File: src/rtl/controle_multiciclo.sv
// Multicycle control FSM for the nRisc core: BOOT/FETCH/DECODE/EXEC/MEM/WB sequencing with a
// memory-ready handshake and timeout, terminal HALT/ERR states and a retired-instruction counter.
module controle_multiciclo #(
  parameter int OPW         = 3,
  parameter int MEM_TIMEOUT = 15,
  parameter int CNT_W       = 16
) (
  input  logic             clk,
  input  logic             rst_n,
  input  logic [OPW-1:0]   instr_op,
  input  logic             zero,
  input  logic             mem_ready,
  output logic             pc_write,
  output logic             ir_write,
  output logic             jump,
  output logic             branch,
  output logic             ler_mem,
  output logic             escreve_mem,
  output logic             op_ula,
  output logic             memto_reg,
  output logic             defi,
  output logic             ula_src,
  output logic             escreve_reg,
  output logic             halted,
  output logic             illegal,
  output logic             timeout,
  output logic [2:0]       state_o,
  output logic [CNT_W-1:0] instr_count
);

  typedef enum logic [2:0] {
    S_BOOT   = 3'd0,
    S_FETCH  = 3'd1,
    S_DECODE = 3'd2,
    S_EXEC   = 3'd3,
    S_MEM    = 3'd4,
    S_WB     = 3'd5,
    S_HALT   = 3'd6,
    S_ERR    = 3'd7
  } state_e;

  localparam logic [2:0] OP_DEFI = 3'b000;
  localparam logic [2:0] OP_BEQ  = 3'b001;
  localparam logic [2:0] OP_LW   = 3'b010;
  localparam logic [2:0] OP_SW   = 3'b011;
  localparam logic [2:0] OP_MUL  = 3'b100;
  localparam logic [2:0] OP_SUBI = 3'b101;
  localparam logic [2:0] OP_J    = 3'b110;
  localparam logic [2:0] OP_HALT = 3'b111;

  localparam int WAIT_W = (MEM_TIMEOUT < 1) ? 1 : $clog2(MEM_TIMEOUT + 1);

  state_e           state_q;
  logic [2:0]       op_q;
  logic [WAIT_W-1:0] wait_cnt_q;
  logic [CNT_W-1:0] instr_count_q;
  logic             illegal_q;
  logic             timeout_q;

  // Opcode bits above [2:0] only exist for wider IR encodings; any set bit is illegal.
  logic op_upper_nz;
  if (OPW > 3) begin : g_upper
    assign op_upper_nz = |instr_op[OPW-1:3];
  end else begin : g_no_upper
    assign op_upper_nz = 1'b0;
  end

  logic tmo_hit;
  assign tmo_hit = (MEM_TIMEOUT != 0) && !mem_ready &&
                   (wait_cnt_q == WAIT_W'(MEM_TIMEOUT));

  function automatic logic [CNT_W-1:0] sat_inc(input logic [CNT_W-1:0] v);
    return (v == '1) ? v : v + CNT_W'(1);
  endfunction

  // NOTE: all state updates use non-blocking assignments so every register samples pre-edge values.
  always_ff @(posedge clk or negedge rst_n) begin
    if (!rst_n) begin
      state_q       <= S_BOOT;
      op_q          <= '0;
      wait_cnt_q    <= '0;
      instr_count_q <= '0;
      illegal_q     <= 1'b0;
      timeout_q     <= 1'b0;
    end else begin
      case (state_q)
        S_BOOT: begin
          state_q    <= S_FETCH;
          wait_cnt_q <= '0;
        end
        S_FETCH: begin
          if (mem_ready) begin
            state_q    <= S_DECODE;
            wait_cnt_q <= '0;
          end else if (tmo_hit) begin
            state_q   <= S_ERR;
            timeout_q <= 1'b1;
          end else if (MEM_TIMEOUT != 0) begin
            wait_cnt_q <= wait_cnt_q + WAIT_W'(1);
          end
        end
        S_DECODE: begin
          op_q <= instr_op[2:0];
          if (instr_op[2:0] == OP_HALT && !op_upper_nz) begin
            state_q <= S_HALT;
          end else if (op_upper_nz) begin
            state_q   <= S_ERR;
            illegal_q <= 1'b1;
          end else begin
            state_q <= S_EXEC;
          end
        end
        S_EXEC: begin
          wait_cnt_q <= '0;
          case (op_q)
            OP_LW, OP_SW:    state_q <= S_MEM;
            OP_MUL, OP_SUBI: state_q <= S_WB;
            default: begin
              state_q       <= S_FETCH;
              instr_count_q <= sat_inc(instr_count_q);
            end
          endcase
        end
        S_MEM: begin
          if (mem_ready) begin
            wait_cnt_q <= '0;
            if (op_q == OP_LW) begin
              state_q <= S_WB;
            end else begin
              state_q       <= S_FETCH;
              instr_count_q <= sat_inc(instr_count_q);
            end
          end else if (tmo_hit) begin
            state_q   <= S_ERR;
            timeout_q <= 1'b1;
          end else if (MEM_TIMEOUT != 0) begin
            wait_cnt_q <= wait_cnt_q + WAIT_W'(1);
          end
        end
        S_WB: begin
          state_q       <= S_FETCH;
          wait_cnt_q    <= '0;
          instr_count_q <= sat_inc(instr_count_q);
        end
        default: ;
      endcase
    end
  end

  // Strobes are Moore on state/op, except the FETCH handshake and the beq condition.
  always_comb begin
    // NOTE: every output gets a default first so no path through the case infers a latch.
    pc_write    = 1'b0;
    ir_write    = 1'b0;
    jump        = 1'b0;
    branch      = 1'b0;
    ler_mem     = 1'b0;
    escreve_mem = 1'b0;
    op_ula      = 1'b0;
    memto_reg   = 1'b0;
    defi        = 1'b0;
    ula_src     = 1'b0;
    escreve_reg = 1'b0;
    case (state_q)
      S_FETCH: begin
        ler_mem  = 1'b1;
        ir_write = mem_ready;
        pc_write = mem_ready;
      end
      S_EXEC: begin
        case (op_q)
          OP_DEFI: begin
            defi        = 1'b1;
            escreve_reg = 1'b1;
          end
          OP_BEQ: begin
            ula_src  = 1'b1;
            branch   = 1'b1;
            pc_write = zero;
          end
          OP_MUL: begin
            op_ula  = 1'b1;
            ula_src = 1'b1;
          end
          OP_J: begin
            jump     = 1'b1;
            pc_write = 1'b1;
          end
          default: ;
        endcase
      end
      S_MEM: begin
        ler_mem     = (op_q == OP_LW);
        escreve_mem = (op_q == OP_SW);
      end
      S_WB: begin
        escreve_reg = 1'b1;
        memto_reg   = (op_q == OP_LW);
        op_ula      = (op_q == OP_MUL);
        ula_src     = (op_q == OP_MUL);
      end
      default: ;
    endcase
  end

  assign halted      = (state_q == S_HALT);
  assign illegal     = illegal_q;
  assign timeout     = timeout_q;
  assign state_o     = state_q;
  assign instr_count = instr_count_q;

endmodule
File: config.mk
export PLATFORM = sky130hd
export DESIGN_NAME = controle_multiciclo
export DESIGN_NICKNAME = d
export VERILOG_FILES = /design/src/rtl/controle_multiciclo.sv
export SDC_FILE = /design/constraint.sdc
export NUM_CORES = 1
export LEC_CHECK = 0
export ABC_AREA = 1
export BUFFER_PORTS_ARGS = -buffer_cell sky130_fd_sc_hd__buf_2
export CAP_MARGIN = 20
export CORE_UTILIZATION = 56
export CTS_BUF_LIST = sky130_fd_sc_hd__clkbuf_4 sky130_fd_sc_hd__clkbuf_8
export DETAILED_ROUTE_END_ITERATION = 6
export HOLD_SLACK_MARGIN = 0.02
export PLACE_DENSITY = 0.9
export SETUP_SLACK_MARGIN = 0.05
export SLEW_MARGIN = 10
export SYNTH_ARGS = -nofsm -noshare
export SYNTH_HDL_FRONTEND = slang
export SYNTH_SLANG_ARGS = --single-unit
File: constraint.sdc
create_clock -name clk -period 2.2 [get_ports clk]
set_input_delay 0 -clock clk [delete_from_list [all_inputs] [get_ports clk]]
set_output_delay 0 -clock clk [all_outputs]
set_load 0.03 [all_outputs]
==> impl_results.md <==
- Run status: finished, final reports clean
- Final #Nets: ~340
- Clock root cell: clkbuf_4
- Remaining DRCs: 0
- Crit path arrival time: 2.15 ns
- Most frequent cells in the layout: 115 x nand2_1, 40 x nor2_1, 38 x buf_2
- Cell area after technology mapping: roughly 1800 sq um
- Aggregate global routing overflow: 0
- Post-synth net total: approximately 300
- H-Tree Depth: 1
- Worst Tran Pin Value: between 0.6 and 0.7 ns
- Hold slack: around 0.19 ns
- Register area share after synthesis: 0.371
- Final hold violation count: 0
- Max cap viols: 0
- X dimension of the die: 59.0 um
- Ports: 40
- Number of register bits inferred by synthesis: 27
- Vertical die dimension: 59.0 um
- Achievable Freq: 521 MHz
- Num CTS Buffers: 3
- Nature of the critical path startpoint: flop
- DR vias: 1927
- Maximum fanout count along the critical path: 16
- Cell types with the largest area share after synthesis: dfrtp_1 37%, nand2_1 24%, nand3_1 9.1%, nor2_1 8.2%, inv_1 4.3%
- Yosys warning total: 0
- Number of nets still failing antenna checks after routing: 0
- Distinct cells, synth: 26
- Count of port buffers added during placement: 38
- GRT Util Overall: 0.264
- Starting DRT DRC Count: 182
- Commonest non-fill, non-tap cell in the layout: nand2_1
- Clock latency at the later pin of the worst-skew pair: between 0.3 and 0.4 ns
- Post-layout power: 0.742 mW
- Count of standard-cell rows: 20
- Path category of the worst min-delay check: in2async
- Share of Yosys cell area claimed by the top area cell type: 0.371
- Post-CTS Setup Bufs: 0
- Crit Path Category: reg2reg
- Post-route core utilization: 0.689
- Critical Path End Type: flop
- Final Slew Violations: 0
- Post-route setup TNS: 0 ns
- Non-filler cells in the finished layout: 370
- Number of antenna violations at the first check in global routing: 0
- Setup-failing EPs final: 0
- Final HPWL from detailed placement: around 3100 um
- Top cell type by total area after synthesis: dfrtp_1
- Leakage Power: ~1.1 nW
- Routed Wire Length: ~4200 um
- Number of gates given a new drive strength after cts: 0
- Pin count of the biggest net entering global routing: 28
- Via count of the first global-routing pass: 1662
- Final Critical Period: 1.92 ns
- Placeable core region: between 3000 and 4000 sq um
- Pwr per Cell Area: 350 nW/um^2
- Gate count after technology mapping: 282
- Setup Skew: 0.00850 ns
- Global-route wire length before repair: slightly above 7000 um
- Slew Limit Headroom: 0.595
- Routed vias/inst: 5.21
- Drt pass-1 iters: 4
- Final weighted congestion in routability-driven placement: 0.930
- Effective utilization at floorplan: 0.592
- Worst vdd ir: 0.288 mV
- Cell Count Post-Placement: approximately 360
- RSZ-0062 raised after global routing: no
- Number of buffers on the longest clock path: 2
- Clock-pin slew on the worst setup and hold paths: around 0.15 ns
- Growth of design area from synthesis to finish: 16.4%
- Routed len/inst: 11.4 um
- Per-instance average area after synthesis: 6.46 sq um
- TritonCTS clock tree: built
- Layout cells sized above 1: 0.150
- CP required: roughly 2.4 ns
- Die ar.: 3490 sq um
- Final period util: 0.872
- Count of inserted antenna diode cells: 0
- Number of clock sinks seen by CTS: 27
-- critical path: stages (launching register included) --
cell and delay [ns]:
dfrtp_1 0.48, ha_1 0.31, inv_1 0.12, nor2_4 0.06, nand2_1 0.10, nor2_1 0.06, nor2_2 0.31, nand2_4 0.21
nand2_1 0.10, nand2_1 0.06
-- final cells by class --
type	count	area, sq um
Clock buffer	3	22.5
Sequential cell	27	676
Multi-Input combinational cell	229	1030
Clock inverter	1	5.00
Fill cell	268	957
Tap cell	44	55.1
Inverter	22	82.6
Timing Repair Buffer	44	248
-- what timing repair did --
item | in CTS | in global routing
endpoints found under the setup margin | 0 | 0
hold buffers | 5 | 0
endpoints found under the hold margin | 32 | 0
-- power by group --
part,switching [mW],total (mW),internal [mW]
clock network,0.147,0.215,0.0683
logic,0.0197,0.0307,0.0110
registers,0,0.496,0.496
-- cell families after synthesis --
| logic type | Yosys count | synth area share |
|---|---|---|
| AND/OR/NAND/NOR | 204 | 0.475 |
| other | 1 | 0.00206 |
| AO/OA/AOI/OAI | 16 | 0.0453 |
| buffers and inverters | 26 | 0.0625 |
| flip-flops | 27 | 0.371 |
| adder cells (fa/ha/maj) | 3 | 0.0206 |
| XOR/XNOR | 5 | 0.0240 |
-- through the flow --
step	setup slack, ns	instance area, sq um
floorplan	0.0782	1820
detailed placement	0.328	2040
global route	0.177	2120
global placement	0.426	2040
finish	0.281	2120
CTS	0.296	2120
-- synth_stat cells --
cell type  count
buf_4          2
ha_1           3
or2_1          1
inv_1         21
nor4_1         1
inv_2          1
nand3_2        1
o211ai_1       1
buf_2          1
nand3b_1       4
nand3_1       33
nand2_4        1
xor2_1         3
nor3_1         1
nor2_4         1
a21oi_1        1
xnor2_1        2
dfrtp_1       27
nor2_1        40
nand2_1      115
or2_2          1
nand4_1        4
buf_6          1
conb_1         1
o21ai_0       14
nor2_2         1
-- per-layer routing --
metal / track usage / up-vias / routed length (um)
met5: 0 / - / 0
met1: 0.395 / 873 / 2070
met4: 0.0884 / 0 / 62
met3: 0.0218 / 9 / 237
li1: - / 980 / -
met2: 0.403 / 65 / 1840
-- flip-flops by register name, indices dropped and copies added (netlist names) --
register / count
instr_count: 16
wait_cnt_q: 4
op_q: 3
state_o: 3
timeout: 1
-- final timing paths --
path / from / to / slack [ns] / cells past startpoint
setup / recovery: instr_count[0] / instr_count[2] / 0.28 / 9
hold / removal: rst_n / op_q[1] / 0.19 / 2
setup reg to reg: instr_count[0] / instr_count[2] / 0.28 / 9
hold reg to reg: timeout / timeout / 0.48 / 2
max in group asynchronous: rst_n / instr_count[3] / 1.61 / 2
min in group clk: zero / pc_write / 0.35 / 4
Note: power is estimated with default switching activity, not from simulation.
